==> src/rtl/uart_cmd_parser.sv <==
// Host command responder: decodes 6-byte A5 frames from the UART into EEPROM
// requests and returns a paced 3-byte 5A response through the transmitter.
module uart_cmd_parser #(
   parameter int unsigned byte_gap  = 2200,
   parameter int unsigned timeout   = 500000,
   parameter int unsigned cnt_width = 20
) (
   input  logic        clk,
   input  logic        rst_n,
   input  logic [7:0]  rx_dat,
   input  logic        rx_rdy,
   output logic        tx_en,
   output logic [7:0]  tx_dat,
   output logic        cmd_valid,
   input  logic        cmd_ready,
   output logic        cmd_wr,
   output logic [15:0] cmd_addr,
   output logic [7:0]  cmd_wdat,
   input  logic        cmd_done,
   input  logic [7:0]  cmd_rdat,
   output logic [7:0]  err_cnt
);

   localparam logic [7:0] SOF_RX  = 8'hA5;
   localparam logic [7:0] SOF_TX  = 8'h5A;
   localparam logic [7:0] OP_WR   = 8'h01;
   localparam logic [7:0] OP_RD   = 8'h02;
   localparam logic [7:0] ST_OK   = 8'h00;
   localparam logic [7:0] ST_CHK  = 8'hE1;
   localparam logic [7:0] ST_CMD  = 8'hE2;
   localparam logic [7:0] ST_TMO  = 8'hE3;
   localparam logic [cnt_width-1:0] TMO_LAST   = cnt_width'(timeout);
   localparam logic [cnt_width-1:0] GAP_LAST   = cnt_width'(byte_gap - 1);
   // RESP2 lasts one cycle, so DRAIN covers the remaining byte_gap-1 cycles
   localparam logic [cnt_width-1:0] DRAIN_LAST = cnt_width'(byte_gap - 2);

   typedef enum logic [3:0] {
      S_IDLE, S_CMD, S_ADRH, S_ADRL, S_DATA, S_CHK,
      S_ISSUE, S_WAIT, S_RESP0, S_RESP1, S_RESP2, S_DRAIN
   } state_t;

   state_t                 state_q, state_d;
   logic [cnt_width-1:0]   cnt_q, cnt_d;
   logic [7:0]             op_q, op_d;
   logic [7:0]             chk_q, chk_d;
   logic [7:0]             status_q, status_d;
   logic [7:0]             rdata_q, rdata_d;
   logic                   tx_en_q, tx_en_d;
   logic [7:0]             tx_dat_q, tx_dat_d;
   logic                   cmd_valid_q, cmd_valid_d;
   logic                   cmd_wr_q, cmd_wr_d;
   logic [15:0]            cmd_addr_q, cmd_addr_d;
   logic [7:0]             cmd_wdat_q, cmd_wdat_d;
   logic [7:0]             err_cnt_q, err_cnt_d;
   logic                   resp_start;
   logic                   tmo;
   logic                   gap_done;

   always_comb begin
      state_d     = state_q;
      cnt_d       = (cnt_q == '1) ? cnt_q : cnt_q + cnt_width'(1);
      op_d        = op_q;
      chk_d       = chk_q;
      status_d    = status_q;
      rdata_d     = rdata_q;
      tx_en_d     = 1'b0;
      tx_dat_d    = tx_dat_q;
      cmd_valid_d = cmd_valid_q;
      cmd_wr_d    = cmd_wr_q;
      cmd_addr_d  = cmd_addr_q;
      cmd_wdat_d  = cmd_wdat_q;
      err_cnt_d   = err_cnt_q;
      resp_start  = 1'b0;
      tmo         = (cnt_q >= TMO_LAST);
      gap_done    = (cnt_q >= GAP_LAST);

      case (state_q)
         S_IDLE: begin
            if (rx_rdy && (rx_dat == SOF_RX)) state_d = S_CMD;
         end
         S_CMD: begin
            if (rx_rdy) begin
               op_d    = rx_dat;
               chk_d   = rx_dat;
               state_d = S_ADRH;
            end else if (tmo) begin
               state_d = S_IDLE;
            end
         end
         S_ADRH: begin
            if (rx_rdy) begin
               cmd_addr_d[15:8] = rx_dat;
               chk_d            = chk_q ^ rx_dat;
               state_d          = S_ADRL;
            end else if (tmo) begin
               state_d = S_IDLE;
            end
         end
         S_ADRL: begin
            if (rx_rdy) begin
               cmd_addr_d[7:0] = rx_dat;
               chk_d           = chk_q ^ rx_dat;
               state_d         = S_DATA;
            end else if (tmo) begin
               state_d = S_IDLE;
            end
         end
         S_DATA: begin
            if (rx_rdy) begin
               cmd_wdat_d = rx_dat;
               chk_d      = chk_q ^ rx_dat;
               state_d    = S_CHK;
            end else if (tmo) begin
               state_d = S_IDLE;
            end
         end
         S_CHK: begin
            // checksum error outranks an unknown opcode
            if (rx_rdy) begin
               if ((chk_q ^ rx_dat) != 8'h00) begin
                  status_d   = ST_CHK;
                  rdata_d    = 8'h00;
                  resp_start = 1'b1;
               end else if ((op_q != OP_WR) && (op_q != OP_RD)) begin
                  status_d   = ST_CMD;
                  rdata_d    = 8'h00;
                  resp_start = 1'b1;
               end else begin
                  cmd_valid_d = 1'b1;
                  cmd_wr_d    = (op_q == OP_WR);
                  state_d     = S_ISSUE;
               end
            end else if (tmo) begin
               state_d = S_IDLE;
            end
         end
         S_ISSUE: begin
            if (cmd_ready) begin
               cmd_valid_d = 1'b0;
               state_d     = S_WAIT;
            end
         end
         S_WAIT: begin
            if (cmd_done) begin
               status_d   = ST_OK;
               rdata_d    = cmd_wr_q ? cmd_wdat_q : cmd_rdat;
               resp_start = 1'b1;
            end else if (tmo) begin
               status_d   = ST_TMO;
               rdata_d    = 8'h00;
               resp_start = 1'b1;
            end
         end
         S_RESP0: begin
            if (gap_done) begin
               tx_en_d  = 1'b1;
               tx_dat_d = status_q;
               state_d  = S_RESP1;
            end
         end
         S_RESP1: begin
            if (gap_done) begin
               tx_en_d  = 1'b1;
               tx_dat_d = rdata_q;
               state_d  = S_RESP2;
            end
         end
         S_RESP2: begin
            state_d = S_DRAIN;
         end
         S_DRAIN: begin
            if (cnt_q >= DRAIN_LAST) state_d = S_IDLE;
         end
         default: begin
            state_d = S_IDLE;
         end
      endcase

      // first response byte is launched on the transition into RESP0
      if (resp_start) begin
         state_d  = S_RESP0;
         tx_en_d  = 1'b1;
         tx_dat_d = SOF_TX;
         if ((status_d != ST_OK) && (err_cnt_q != 8'hFF)) err_cnt_d = err_cnt_q + 8'd1;
      end

      if (state_d != state_q) cnt_d = '0;
   end

   always_ff @(posedge clk) begin
      if (!rst_n) begin
         state_q     <= S_IDLE;
         cnt_q       <= '0;
         op_q        <= 8'h00;
         chk_q       <= 8'h00;
         status_q    <= 8'h00;
         rdata_q     <= 8'h00;
         tx_en_q     <= 1'b0;
         tx_dat_q    <= 8'h00;
         cmd_valid_q <= 1'b0;
         cmd_wr_q    <= 1'b0;
         cmd_addr_q  <= 16'h0000;
         cmd_wdat_q  <= 8'h00;
         err_cnt_q   <= 8'h00;
      end else begin
         state_q     <= state_d;
         cnt_q       <= cnt_d;
         op_q        <= op_d;
         chk_q       <= chk_d;
         status_q    <= status_d;
         rdata_q     <= rdata_d;
         tx_en_q     <= tx_en_d;
         tx_dat_q    <= tx_dat_d;
         cmd_valid_q <= cmd_valid_d;
         cmd_wr_q    <= cmd_wr_d;
         cmd_addr_q  <= cmd_addr_d;
         cmd_wdat_q  <= cmd_wdat_d;
         err_cnt_q   <= err_cnt_d;
      end
   end

   assign tx_en     = tx_en_q;
   assign tx_dat    = tx_dat_q;
   assign cmd_valid = cmd_valid_q;
   assign cmd_wr    = cmd_wr_q;
   assign cmd_addr  = cmd_addr_q;
   assign cmd_wdat  = cmd_wdat_q;
   assign err_cnt   = err_cnt_q;

endmodule

==> config.mk <==
export PLATFORM = sky130hd
export DESIGN_NAME = uart_cmd_parser
export DESIGN_NICKNAME = d
export VERILOG_FILES = /design/src/rtl/uart_cmd_parser.sv
export SDC_FILE = /design/constraint.sdc
export NUM_CORES = 1
export LEC_CHECK = 0
export CAP_MARGIN = 20
export CELL_PAD_IN_SITES_DETAIL_PLACEMENT = 1
export CELL_PAD_IN_SITES_GLOBAL_PLACEMENT = 2
export CORE_UTILIZATION = 30
export CTS_CLUSTER_SIZE = 24
export DETAILED_ROUTE_END_ITERATION = 8
export PLACE_DENSITY = 0.73
export SKIP_LAST_GASP = 1
export SYNTH_ARGS = -nofsm -noshare
export SYNTH_HDL_FRONTEND = slang
export SYNTH_SLANG_ARGS = --single-unit
export TNS_END_PERCENT = 1
==> constraint.sdc <==
create_clock -name clk -period 3 [get_ports clk]
set_clock_uncertainty 0.05 [all_clocks]
set_input_delay 0.3 -clock clk [delete_from_list [all_inputs] [get_ports clk]]
set_output_delay 0.3 -clock clk [all_outputs]
set_load 0.02 [all_outputs]
==> flow_metrics.tcl <==
set metrics [dict create \
    status "finished, violations left" \
    violations "setup timing" \
    gp_congestion 0.815 \
    synth_top_family_by_area "simple AND/OR/NAND/NOR gates" \
    die-area_sq_um 17500 \
    routed_wl_um 15400 \
    cp_max_fo 20 \
    clk_pin_slew_ns 0.08 \
    synth_fp_nets 632 \
    worst_path_most_repeated_cell "buf_4" \
    setup.worst_path.start "cnt_q[15]" \
    cts_tree "yes" \
    tightest_slew_ns 0.638 \
    grt_max_degree 48 \
    synth-adder-area-share_pct 0.736 \
    synth_edf_count 0 \
    period_needed_ns 3.15 \
    required_ns 3.19 \
    p_leak_uw 0.00241 \
    synth_flop_cell "dfxtp_1" \
    hold_viol 0 \
    critPathKind "flop to flop" \
    synthCells 608 \
    wl_met1_um 7330 \
    grt_pass1_vias 4857 \
    nets 715 \
    crit_path_start_kind "flop" \
    vias 4652 \
    async_flop_share_pct 0 \
    drc 0 \
    cts_root_buffer "clkbuf_16" \
    path_cells "or4_4 -> or4_4 -> o211ai_1 -> buf_4 -> buf_4 -> buf_4 -> and2_1 -> a211o_1 -> mux2i_1 -> a211oi_2 -> buf_12 -> nor3b_1" \
    reg2regPathDepth 12 \
    htree_levels 3 \
    crit_slowest_cell "or4_4" \
    synthXorXnorAreaFrac_pct 4.47 \
    grt_pass1_wl_um 25800 \
    setup_ws_ns -0.153 \
    wl_met2_um 7220 \
    crit_path_max_incr_delay_ns 0.57 \
    fillers 1943 \
    start_util_pct 30.8 \
    ys_seq_area_share_pct 38.9 \
    grt_usage_pct 18.5 \
    ir_worst_vdd_mv 0.248 \
    drive_gt1_share_pct 13.9 \
    stdcell_count 916 \
    clockBufferDepth 2 \
    dp.cells 898 \
    finalSetupViolCount 20 \
    vias_per_cell 5.08 \
    dpl_cell_area_sq_um 6220 \
    ys_types 61 \
    clk_latency_ns 0.36 \
    syn_area_sq_um 5100 \
    finalSetupTns_ns -2.71 \
    ioPinCount 64 \
    cp-endpoint "cnt_q[16]" \
    holdCritPathClass "input port to flop" \
    die_h_um 132 \
    clock_sinks 99 \
    post_drt_wl_per_cell_um 16.8 \
    ff_latch_area_sq_um 1980 \
    antenna_left 0 \
    core_sq_um 16600 \
    final_max_slew_viol_count 0 \
    grt_overflow 0 \
    synth-compound-area-share_pct 16.0 \
    crit_path_end_kind "flop" \
    cts_buffers 9 \
    synth.mux.area_fraction_pct 7.65 \
    rsz0062_at_grt "yes" \
    slew_headroom_pct 57.1 \
    reg2reg_slack_ns -0.15 \
    r2r-start "cnt_q[15]" \
    cap_violations 0 \
    dr.pass1.iters 4 \
    multi_input_area_sq_um 2940 \
    arrival_ns 3.34 \
    r2r_end "cnt_q[16]" \
    top_layer "met4" \
    avgSynthCellArea_sq_um 8.39 \
    hold_buffers 0 \
    syn_to_final_growth_pct 28.3 \
    numPortBuffers 63 \
    utilization_pct 39.5 \
    rows 47 \
    holdWs_ns 0.390 \
    yosysWarnings 0 \
    fin_crit_sh_pct 105 \
    design_area_sq_um 6540 \
    p_per_area_nw_per_um2 394 \
    ys_ff_latch 99 \
    drtIter0Drc 202 \
    diodes 0 \
    clock.fmax_mhz 317 \
    yosys.area_share.simple_pct 28.2 \
    dp_hpwl_um 11500 \
    route.met3.wl_um 612 \
    die_width_um 132 \
    antenna_found_initial 0 \
]
metal layers:
metal / global-route usage [%] / up-vias
met5: 0 / -
met4: 6.32 / 0
met3: 3.77 / 16
met2: 30.6 / 70
met1: 24.0 / 2265
li1: - / 2301
cell usage in the layout (no fill, tap or decap), types with 9 or more instances in the layout:
cell,count
a21boi_0,37
nor2b_1,31
xor2_1,11
inv_1,9
clkbuf_16,9
mux2i_1,39
nor2_2,10
nand3_1,34
o21ai_0,20
and3_1,10
buf_4,49
dfxtp_1,99
nand2_1,68
nand4_1,10
clkdlybuf4s50_1,62
xnor2_1,15
nor2_1,53
o211ai_1,13
nor3_1,9
a21oi_1,16
registers in the layout, indices dropped and copies added (netlist names):
| register | cells |
|---|---|
| cmd_addr | 16 |
| state_q | 4 |
| status_q | 8 |
| err_cnt | 8 |
| rdata_q | 8 |
| chk_q | 8 |
| cmd_wdat | 8 |
| cmd_wr | 1 |
| cnt_q | 20 |
| tx_dat | 8 |
| tx_en | 1 |
| cmd_valid | 1 |
| op_q | 8 |
how the worst min path moves through the flow:
stage	endpoint	startpoint	depth (start not counted)	slack [ns]
global route	cmd_addr[6]	rst_n	2	0.43
CTS	cmd_wdat[4]	rst_n	2	0.40
detailed placement	op_q[5]	op_q[5]	2	0.41
floorplan	op_q[4]	op_q[4]	2	0.39
global placement	op_q[6]	op_q[6]	2	0.40
finish	cmd_wdat[3]	rst_n	2	0.39
per-stage QoR:
stage | total power [uW] | worst slack [ns]
floorplan | 1420 | 0.0239
global placement | 1490 | -0.116
detailed placement | 1490 | -0.190
CTS | 2610 | -0.0974
global route | 2670 | -0.281
finish | 2580 | -0.153
critical path: cells and delay by family, from the launching register on:
family / cells / cell delay (ns)
AND/OR/NAND/NOR: 4 / 1.33
buffers and inverters: 4 / 0.57
multiplexers: 1 / 0.08
AO/OA/AOI/OAI: 3 / 0.70
flip-flops: 1 / 0.31
cells by family (layout without fill, tap and decap cells):
kind of cell | after synthesis | count (layout)
fa+ha+maj | 3 | 3
xor+xnor | 26 | 26
simple gates | 274 | 274
buf+inv | 51 | 139
mux | 39 | 39
flops | 99 | 99
compound gates | 116 | 116
final cells by class:
cell class                      instances  share of cell area (%)
Multi-Input combinational cell        458                    45.0
Sequential cell                        99                    30.3
Timing Repair Buffer                  114                    15.8
Tap cell                              220                    4.21
Clock buffer                           10                    3.50
Clock inverter                          6                   0.727
Inverter                                9                   0.516
Yosys cell counts, types with 4 or more instances:
library cell	number	area (sq um)
a211oi_1	7	52.6
a21boi_0	37	278
a21oi_1	16	80.1
and2_1	5	31.3
and3_1	10	62.6
clkbuf_1	35	131
dfxtp_1	99	1980
inv_1	9	33.8
mux2i_1	39	390
nand2_1	68	255
nand2b_1	6	37.5
nand3_1	34	170
nand4_1	10	62.6
nor2_1	53	199
nor2_2	10	62.6
nor2b_1	31	194
nor3_1	10	50.1
nor3b_1	4	30.0
nor4_1	5	31.3
o211ai_1	13	97.6
o21ai_0	20	100
or2_2	4	25.0
or4_1	4	30.0
xnor2_1	15	131
xor2_1	11	96.3
power breakdown:
part | internal (uW) | total, uW | switching [uW]
Sequential | 1320 | 1320 | 5.26
Clock | 571 | 1120 | 552
Combinational | 65.7 | 133 | 67.6
timing repair:
action,4_1_cts,5_1_grt
pin swaps,2,2
setup buffers,1,1
resized for setup,2,3
endpoints found under the setup margin,20,20
(Power assumes the default switching activity.)
